--- config.mk ---
export PLATFORM = sky130hd
export DESIGN_NAME = imem_loader_flat
export DESIGN_NICKNAME = d
export VERILOG_FILES = /design/src/rtl/imem_loader_if.sv /design/src/rtl/imem_loader.sv /design/src/flat_wrapper.sv
export SDC_FILE = /design/constraint.sdc
export NUM_CORES = 1
export LEC_CHECK = 0
export ABC_AREA = 0
export CORE_UTILIZATION = 35
export CTS_BUF_LIST = sky130_fd_sc_hd__clkbuf_8 sky130_fd_sc_hd__clkbuf_16
export CTS_CLUSTER_DIAMETER = 80
export CTS_CLUSTER_SIZE = 30
export DETAILED_ROUTE_END_ITERATION = 8
export GPL_ROUTABILITY_DRIVEN = 0
export PLACE_DENSITY = 0.57
export SYNTH_ARGS = -nofsm -noshare
export SYNTH_HDL_FRONTEND = slang
export SYNTH_SLANG_ARGS = --single-unit
--- constraint.sdc ---
create_clock -name clk -period 1.7 [get_ports clk]
set_clock_uncertainty 0.05 [all_clocks]
set_input_delay 0.255 -clock clk [delete_from_list [all_inputs] [get_ports clk]]
set_output_delay 0.255 -clock clk [all_outputs]
set_load 0.005 [all_outputs]
--- src/rtl/imem_loader_if.sv ---
// Handshake and memory-write bundle between a byte source/host and the instruction-memory loader.
// The master side drives the load request and byte stream; the slave side is the loader itself.
interface imem_loader_if #(
  parameter int ADDR_W = 5
);
  logic              start;
  logic [ADDR_W-2:0] len;
  logic              in_valid;
  logic [7:0]        in_data;
  logic              in_ready;
  logic              mem_we;
  logic [ADDR_W-1:0] mem_addr;
  logic [31:0]       mem_wdata;
  logic              cpu_hold;
  logic              done;
  logic              err;

  modport master (
    output start, len, in_valid, in_data,
    input  in_ready, mem_we, mem_addr, mem_wdata, cpu_hold, done, err
  );

  modport slave (
    input  start, len, in_valid, in_data,
    output in_ready, mem_we, mem_addr, mem_wdata, cpu_hold, done, err
  );
endinterface

--- src/rtl/imem_loader.sv ---
// Loads big-endian 32-bit instruction words from a byte stream into instruction memory,
// holding the CPU until the whole program has been written.
module imem_loader #(
  parameter int ADDR_W = 5
) (
  input  logic          clk,
  input  logic          reset,
  imem_loader_if.slave  bus
);

  // Word count capacity expressed at len width so a full-memory load is representable.
  localparam logic [ADDR_W-2:0] DEPTH_W = {1'b1, {(ADDR_W-2){1'b0}}};

  typedef enum logic [1:0] {
    S_IDLE  = 2'd0,
    S_RECV  = 2'd1,
    S_WRITE = 2'd2,
    S_DONE  = 2'd3
  } state_t;

  state_t            state_q, state_d;
  logic [1:0]        byte_cnt_q, byte_cnt_d;
  logic [ADDR_W-3:0] word_idx_q, word_idx_d;
  logic [31:0]       sr_q, sr_d;
  logic [ADDR_W-2:0] len_q, len_d;
  logic              err_q, err_d;
  logic              in_ready_q, in_ready_d;
  logic              mem_we_q, mem_we_d;
  logic [ADDR_W-1:0] mem_addr_q, mem_addr_d;
  logic [31:0]       mem_wdata_q, mem_wdata_d;
  logic              cpu_hold_q, cpu_hold_d;
  logic              done_q, done_d;
  logic              accept;

  always_comb begin
    state_d     = state_q;
    byte_cnt_d  = byte_cnt_q;
    word_idx_d  = word_idx_q;
    sr_d        = sr_q;
    len_d       = len_q;
    err_d       = err_q;
    mem_addr_d  = mem_addr_q;
    mem_wdata_d = mem_wdata_q;
    accept      = (state_q == S_RECV) && bus.in_valid && in_ready_q;

    case (state_q)
      S_IDLE, S_DONE: begin
        if (bus.start) begin
          len_d = bus.len;
          err_d = 1'b0;
          if (bus.len == '0) begin
            state_d = S_DONE;
          end else if (bus.len > DEPTH_W) begin
            state_d = S_DONE;
            err_d   = 1'b1;
          end else begin
            state_d    = S_RECV;
            byte_cnt_d = '0;
            word_idx_d = '0;
          end
        end
      end
      S_RECV: begin
        if (accept) begin
          sr_d       = {sr_q[23:0], bus.in_data};
          byte_cnt_d = byte_cnt_q + 2'd1;
          // The write word is taken straight from the incoming byte so WRITE can follow immediately.
          if (byte_cnt_q == 2'd3) begin
            state_d     = S_WRITE;
            mem_addr_d  = {word_idx_q, 2'b00};
            mem_wdata_d = {sr_q[23:0], bus.in_data};
          end
        end
      end
      S_WRITE: begin
        if ({1'b0, word_idx_q} == len_q - (ADDR_W-1)'(1)) begin
          state_d = S_DONE;
        end else begin
          state_d    = S_RECV;
          word_idx_d = word_idx_q + (ADDR_W-2)'(1);
          byte_cnt_d = '0;
        end
      end
      default: state_d = S_IDLE;
    endcase

    // Outputs are registered copies of the decode of the state being entered.
    in_ready_d = (state_d == S_RECV);
    mem_we_d   = (state_d == S_WRITE);
    cpu_hold_d = (state_d != S_DONE);
    done_d     = (state_d == S_DONE);
  end

  always_ff @(posedge clk) begin
    if (reset) begin
      state_q     <= S_IDLE;
      byte_cnt_q  <= '0;
      word_idx_q  <= '0;
      sr_q        <= '0;
      len_q       <= '0;
      err_q       <= 1'b0;
      in_ready_q  <= 1'b0;
      mem_we_q    <= 1'b0;
      mem_addr_q  <= '0;
      mem_wdata_q <= '0;
      cpu_hold_q  <= 1'b1;
      done_q      <= 1'b0;
    end else begin
      state_q     <= state_d;
      byte_cnt_q  <= byte_cnt_d;
      word_idx_q  <= word_idx_d;
      sr_q        <= sr_d;
      len_q       <= len_d;
      err_q       <= err_d;
      in_ready_q  <= in_ready_d;
      mem_we_q    <= mem_we_d;
      mem_addr_q  <= mem_addr_d;
      mem_wdata_q <= mem_wdata_d;
      cpu_hold_q  <= cpu_hold_d;
      done_q      <= done_d;
    end
  end

  assign bus.in_ready  = in_ready_q;
  assign bus.mem_we    = mem_we_q;
  assign bus.mem_addr  = mem_addr_q;
  assign bus.mem_wdata = mem_wdata_q;
  assign bus.cpu_hold  = cpu_hold_q;
  assign bus.done      = done_q;
  assign bus.err       = err_q;

endmodule

--- src/flat_wrapper.sv ---
// flat-port wrapper written by rule: the top's interface ports become plain ports
module imem_loader_flat 
#(
  parameter int ADDR_W = 5
)
  (clk, reset, bus_start, bus_len, bus_in_valid, bus_in_data, bus_in_ready, bus_mem_we, bus_mem_addr, bus_mem_wdata, bus_cpu_hold, bus_done, bus_err);
  imem_loader_if #(.ADDR_W(ADDR_W)) bus_i ();
  input  logic clk;
  input  logic reset;
  input wire logic [$bits(bus_i.start)-1:0] bus_start;
  input wire logic [$bits(bus_i.len)-1:0] bus_len;
  input wire logic [$bits(bus_i.in_valid)-1:0] bus_in_valid;
  input wire logic [$bits(bus_i.in_data)-1:0] bus_in_data;
  output wire logic [$bits(bus_i.in_ready)-1:0] bus_in_ready;
  output wire logic [$bits(bus_i.mem_we)-1:0] bus_mem_we;
  output wire logic [$bits(bus_i.mem_addr)-1:0] bus_mem_addr;
  output wire logic [$bits(bus_i.mem_wdata)-1:0] bus_mem_wdata;
  output wire logic [$bits(bus_i.cpu_hold)-1:0] bus_cpu_hold;
  output wire logic [$bits(bus_i.done)-1:0] bus_done;
  output wire logic [$bits(bus_i.err)-1:0] bus_err;
  assign bus_i.start = bus_start;
  assign bus_i.len = bus_len;
  assign bus_i.in_valid = bus_in_valid;
  assign bus_i.in_data = bus_in_data;
  assign bus_in_ready = bus_i.in_ready;
  assign bus_mem_we = bus_i.mem_we;
  assign bus_mem_addr = bus_i.mem_addr;
  assign bus_mem_wdata = bus_i.mem_wdata;
  assign bus_cpu_hold = bus_i.cpu_hold;
  assign bus_done = bus_i.done;
  assign bus_err = bus_i.err;
  imem_loader #(.ADDR_W(ADDR_W)) u_core (.clk(clk), .reset(reset), .bus(bus_i));
endmodule
== Yosys cells after proc, flatten, opt, wreduce, memory -nomap -nowiden ==
Cells that the tools add are included.

* $add $sub $neg: 3
* $lt $le $gt $ge: 1
* Equal/unequal tests: 14
* Muxes and demuxes: 20
* Reductions and logical operators: 11

{| class="wikitable"
|+ Operators by type and width
! operator !! count
|-
| $mux W2 || 11
|-
| $mux W3 || 4
|-
| $pmux W2 S3 || 2
|-
| $eq A2 B2 Y1 const B || 5
|-
| $ne A2 B2 Y1 const B || 5
|-
| $reduce_and A5 Y1 || 2
|-
| $pmux W3 S2 || 1
|-
| $eq A2 B1 Y1 const B || 2
|-
| $eq A3 B4 Y1 || 1
|-
| $gt A4 B4 Y1 const B || 1
|-
| $logic_not A4 Y1 || 1
|-
| $reduce_and A2 Y1 || 2
|-
| $sub A4 B1 Y4 const B || 1
|-
| $add A3 B1 Y3 const B || 1
|-
| $reduce_and A3 Y1 || 1
|-
| $add A2 B1 Y2 const B || 1
|-
| $logic_and A1 B1 Y1 || 2
|-
| $logic_not A2 Y1 || 1
|-
| $mux W1 || 2
|-
| $ne A2 B1 Y1 const B || 1
|-
| $reduce_bool A2 Y1 || 1
|-
| $reduce_or A2 Y1 || 1
|}

* Flip-flop bits (word level): 75
* Input port bits: 16
* Output and inout port bits: 42
* Logic and storage cells: 61

== Longest topological paths before layout ==
* Depth after elaboration: 6
* Gate-level depth with buffers: 9
* Gate-level depth less buffers: 7

== Least setup slack after synthesis ==
No wires, ideal clock.

* Kind: register to register
* Start: register u_core.len_q[0]
* End: register u_core.mem_we_q (netlist: u_core.bus.mem_we)
* Arrival: 1582 ps
* Required time: 1570 ps
* Path slack: -12 ps
* Cell stages (with the launch flop): 7
* Buffers on the path: 0
* Clock period less this slack: 1712 ps
* Cells stage by stage: dfxtp_1 -> inv_1 -> ha_1 -> xor2_1 -> nand4_2 -> or3_4 -> a211oi_2

* Cells in the longest elaborated chain, start to end: 5

{| class="wikitable"
|+ RTL lines
! what !! line !! text
|-
| from (decl) || imem_loader.sv:25 || <nowiki>logic [ADDR_W-2:0] len_q, len_d;</nowiki>
|-
| from (signal assigned) || imem_loader.sv:113 || <nowiki>len_q <= len_d;</nowiki>
|-
| $sub A4 B1 Y4 || imem_loader.sv:76 || <nowiki>if ({1'b0, word_idx_q} == len_q - (ADDR_W-1)'(1)) begin</nowiki>
|-
| $eq A3 B4 Y1 || imem_loader.sv:76 ||
|-
| $mux W2 || imem_loader.sv:76 ||
|-
| $pmux W2 S3 || imem_loader.sv:46 || <nowiki>case (state_q)</nowiki>
|-
| $eq A2 B2 Y1 || imem_loader.sv:89 || <nowiki>mem_we_d = (state_d == S_WRITE);</nowiki>
|-
| to (signal assigned) || imem_loader.sv:116 || <nowiki>mem_we_q <= mem_we_d;</nowiki>
|-
| to (decl) || imem_loader.sv:28 || <nowiki>logic mem_we_q, mem_we_d;</nowiki>
|}

Every way passes these cells.
A chain may end at the register's enable or synchronous reset.

== Final worst setup path ==
* Start: register u_core.len_q[1]
* End: register u_core.word_idx_q[2]

* Cells in the longest elaborated chain, start to end: 4

{| class="wikitable"
|+ RTL lines
! what !! line !! text
|-
| $sub A4 B1 Y4 || imem_loader.sv:76 ||
|-
| $eq A3 B4 Y1 || imem_loader.sv:76 ||
|-
| $ne A2 B2 Y1 (no source line) || - ||
|-
| $reduce_and A5 Y1 (no source line) || - ||
|-
| to (signal assigned) || imem_loader.sv:111 || <nowiki>word_idx_q <= word_idx_d;</nowiki>
|-
| to (decl) || imem_loader.sv:23 || <nowiki>logic [ADDR_W-3:0] word_idx_q, word_idx_d;</nowiki>
|}

Every way passes these cells.

==> impl_metrics.tcl <==
set metrics [dict create \
    fin_crit_sh_pct 102 \
    cellPowerDensity_nw_per_um2 1120 \
    first_pass_iters 4 \
    syn_to_final_growth_pct 37.0 \
    die_w_um 93.4 \
    dieArea_um2 8720 \
    clk_pin_slew_ns 0.08 \
    ys_ff_latch 75 \
    synth-edff-count 0 \
    hp-class "input port to flop" \
    syn_avg_cell_area_um2 8.07 \
    ir_drop_uv 511 \
    r2r_end "u_core.word_idx_q[2]$_SDFFE_PP0P_" \
    totalWireLength_mm 6.85 \
    ys_types 35 \
    holdPathEnd "u_core.len_q[0]$_SDFFE_PP0P_" \
    overflow 0 \
    core-area_um2 7890 \
    end_kind "flop" \
    finalSetupViolations 4 \
    critPathMaxFanout 3 \
    chipHeight_um 93.4 \
    cts-root-buf "clkbuf_8" \
    startpoint_type "flop" \
    post-place-ws_ns -0.278 \
    synth_top_area_share_pct 51.4 \
    cts.htree.levels 3 \
    fmax_mhz 574 \
    clock-sinks 75 \
    grt_max_degree 36 \
    whs_ns 0.214 \
    post-dp-hpwl_mm 4.52 \
    rrSetupSlack_ns -0.04 \
    clock_latency_ns 0.34 \
    antenna_left 0 \
    synthTopCellsByArea "dfxtp_1, nand2_1, a21oi_1, ha_1, clkbuf_1" \
    yosysMostFrequentCell "nand2_1" \
    grt_pass1_wl_mm 11.3 \
    synth_seq_area_share_pct 51.4 \
    crit_path_top_delay_cell "or4_4" \
    status "finished with violations" \
    io_buffers 55 \
    p_leak_nw 1.39 \
    vias 2600 \
    avgViaCountPerCell 4.85 \
    slowest_delay_ns 0.51 \
    yosysWarnings 0 \
    n_antenna_cell 0 \
    worst_slack_ns -0.0418 \
    fin_crit_ns 1.74 \
    violations "negative setup slack" \
    crit_chain "buf_6, or4_4, and2_4, a211oi_4, o32ai_2" \
    antenna_found_initial 0 \
    hold_violations 0 \
    cts_buffers 9 \
    r2r_cells 5 \
    drive_above_1_share_pct 14.5 \
    cts_tree "built" \
    cts_buffer_depth 2 \
    critPathRequiredTime_ns 1.86 \
    setup_tns_ns -0.0865 \
    synthArstFlopShare_pct 0 \
    slew_violations 0 \
    synth_cells 362 \
    start_util_pct 37.0 \
    grt_usage_pct 16.7 \
    post_drt_wl_per_cell_um 12.8 \
    rsz0062_at_grt "yes" \
    crit_type "flop to flop" \
    grt_pass1_vias 2351 \
    reg2reg_from "u_core.len_q[1]$_SDFFE_PP0P_" \
    critPathArrivalTime_ns 1.90 \
    ioPinCount 58 \
    drv_cap 0 \
    whs_path_depth 2 \
    yosys_most_used_dff "dfxtp_1" \
    layout.nets 450 \
    yosys.area.top_type "dfxtp_1" \
    placementRows 32 \
    drt_iter0_drc 78 \
    hp-start "reset" \
    syn_area_um2 2920 \
    synth_commonest_cells "nand2_1, dfxtp_1, a21oi_1" \
    drcViolationCount 0 \
]
area by class of cell:
class	instances	area (um^2)
tap	102	128
clock inverter	7	70.1
multi-input combinational	253	1390
inverter	11	41.3
fill	768	3890
timing repair buffer	79	749
clock buffer	9	124
sequential	75	1500
placed cells by master, fill, tap and decap left out, types with 2 or more instances in the layout:
cell	count
nand3_1	9
clkinv_2	2
conb_1	2
ha_4	2
o32ai_1	3
nand2_1	132
inv_2	2
buf_4	20
ha_1	3
clkinv_4	3
buf_6	3
inv_1	10
o31a_1	2
xor2_1	2
dfxtp_2	2
dfxtp_1	73
a21oi_1	66
clkbuf_8	9
clkdlybuf4s50_1	54
nor2_1	3
o32ai_2	2
and3_1	2
worst max-delay path, delay by kind of cell (launching register included):
family,cells,cell delay (ns)
AND/OR/NAND/NOR,2,0.69
AO/OA/AOI/OAI,2,0.43
buffers and inverters,1,0.11
flip-flops,1,0.33
where the power goes:
part / leakage [nW] / internal, mW / switching, mW
logic: 0.679 / 0.606 / 0.609
clock network: 0.104 / 0.675 / 0.660
registers: 0.607 / 1.85 / 0.0835
state kept, by name, indices dropped and copies added (netlist names), 2 cells and up:
| register | count |
|---|---|
| u_core.state_q | 2 |
| u_core.word_idx_q | 3 |
| u_core.sr_q | 24 |
| u_core.len_q | 4 |
| u_core.bus.mem_wdata | 32 |
| u_core.bus.mem_addr | 3 |
| u_core.byte_cnt_q | 2 |
per-layer routing:
layer / wire length (um) / track usage (%)
met4: 91 / 7.69
met2: 2980 / 25.0
met1: 3490 / 23.1
met3: 288 / 3.17
met5: 0 / 0
kinds of logic (layout without fill, tap and decap cells):
family / count (synthesis) / after routing / share of synthesized area (%)
AOI/OAI and AO/OA: 85 / 85 / 17.1
and+or+nand+nor: 157 / 157 / 22.4
adders and majority gates: 5 / 5 / 2.14
DFF: 75 / 75 / 51.4
xor gates and xnor gates: 4 / 4 / 1.71
buffers and inverters: 35 / 106 / 5.05
other: 1 / 2 / 0.128
stage by stage:
| step | power, mW | cells | util, % | cell area, um^2 |
|---|---|---|---|---|
| 2_1_floorplan | 2.52 | 363 | - | 2930 |
| 3_3_place_gp | 2.92 | 518 | 46.5 | 3670 |
| 6_report | 4.48 | 536 | 50.7 | 4000 |
| 4_1_cts | 4.38 | 536 | 49.9 | 3930 |
| 5_1_grt | 4.70 | 536 | 50.7 | 4000 |
| 3_5_place_dp | 2.92 | 518 | 46.5 | 3670 |
worst max path at each step:
stage	start	endpoint
global placement	bus_len[0]	u_core.word_idx_q[2]$_SDFFE_PP0P_
CTS	u_core.len_q[1]$_SDFFE_PP0P_	u_core.word_idx_q[2]$_SDFFE_PP0P_
detailed placement	bus_len[0]	u_core.word_idx_q[2]$_SDFFE_PP0P_
global route	u_core.len_q[1]$_SDFFE_PP0P_	u_core.bus.mem_we$_SDFF_PP0_
finish	u_core.len_q[1]$_SDFFE_PP0P_	u_core.word_idx_q[2]$_SDFFE_PP0P_
floorplan	u_core.state_q[1]$_SDFF_PP0_	u_core.bus.mem_addr[4]$_SDFFE_PP0P_
repair_timing:
item,CTS,global route
hold buffers,0,0
pin swaps,6,3
resized for setup,11,11
setup endpoints to repair,7,11
setup buffers,2,0
hold endpoints to repair,0,0
No activity file was read; power rests on OpenSTA's default activity.
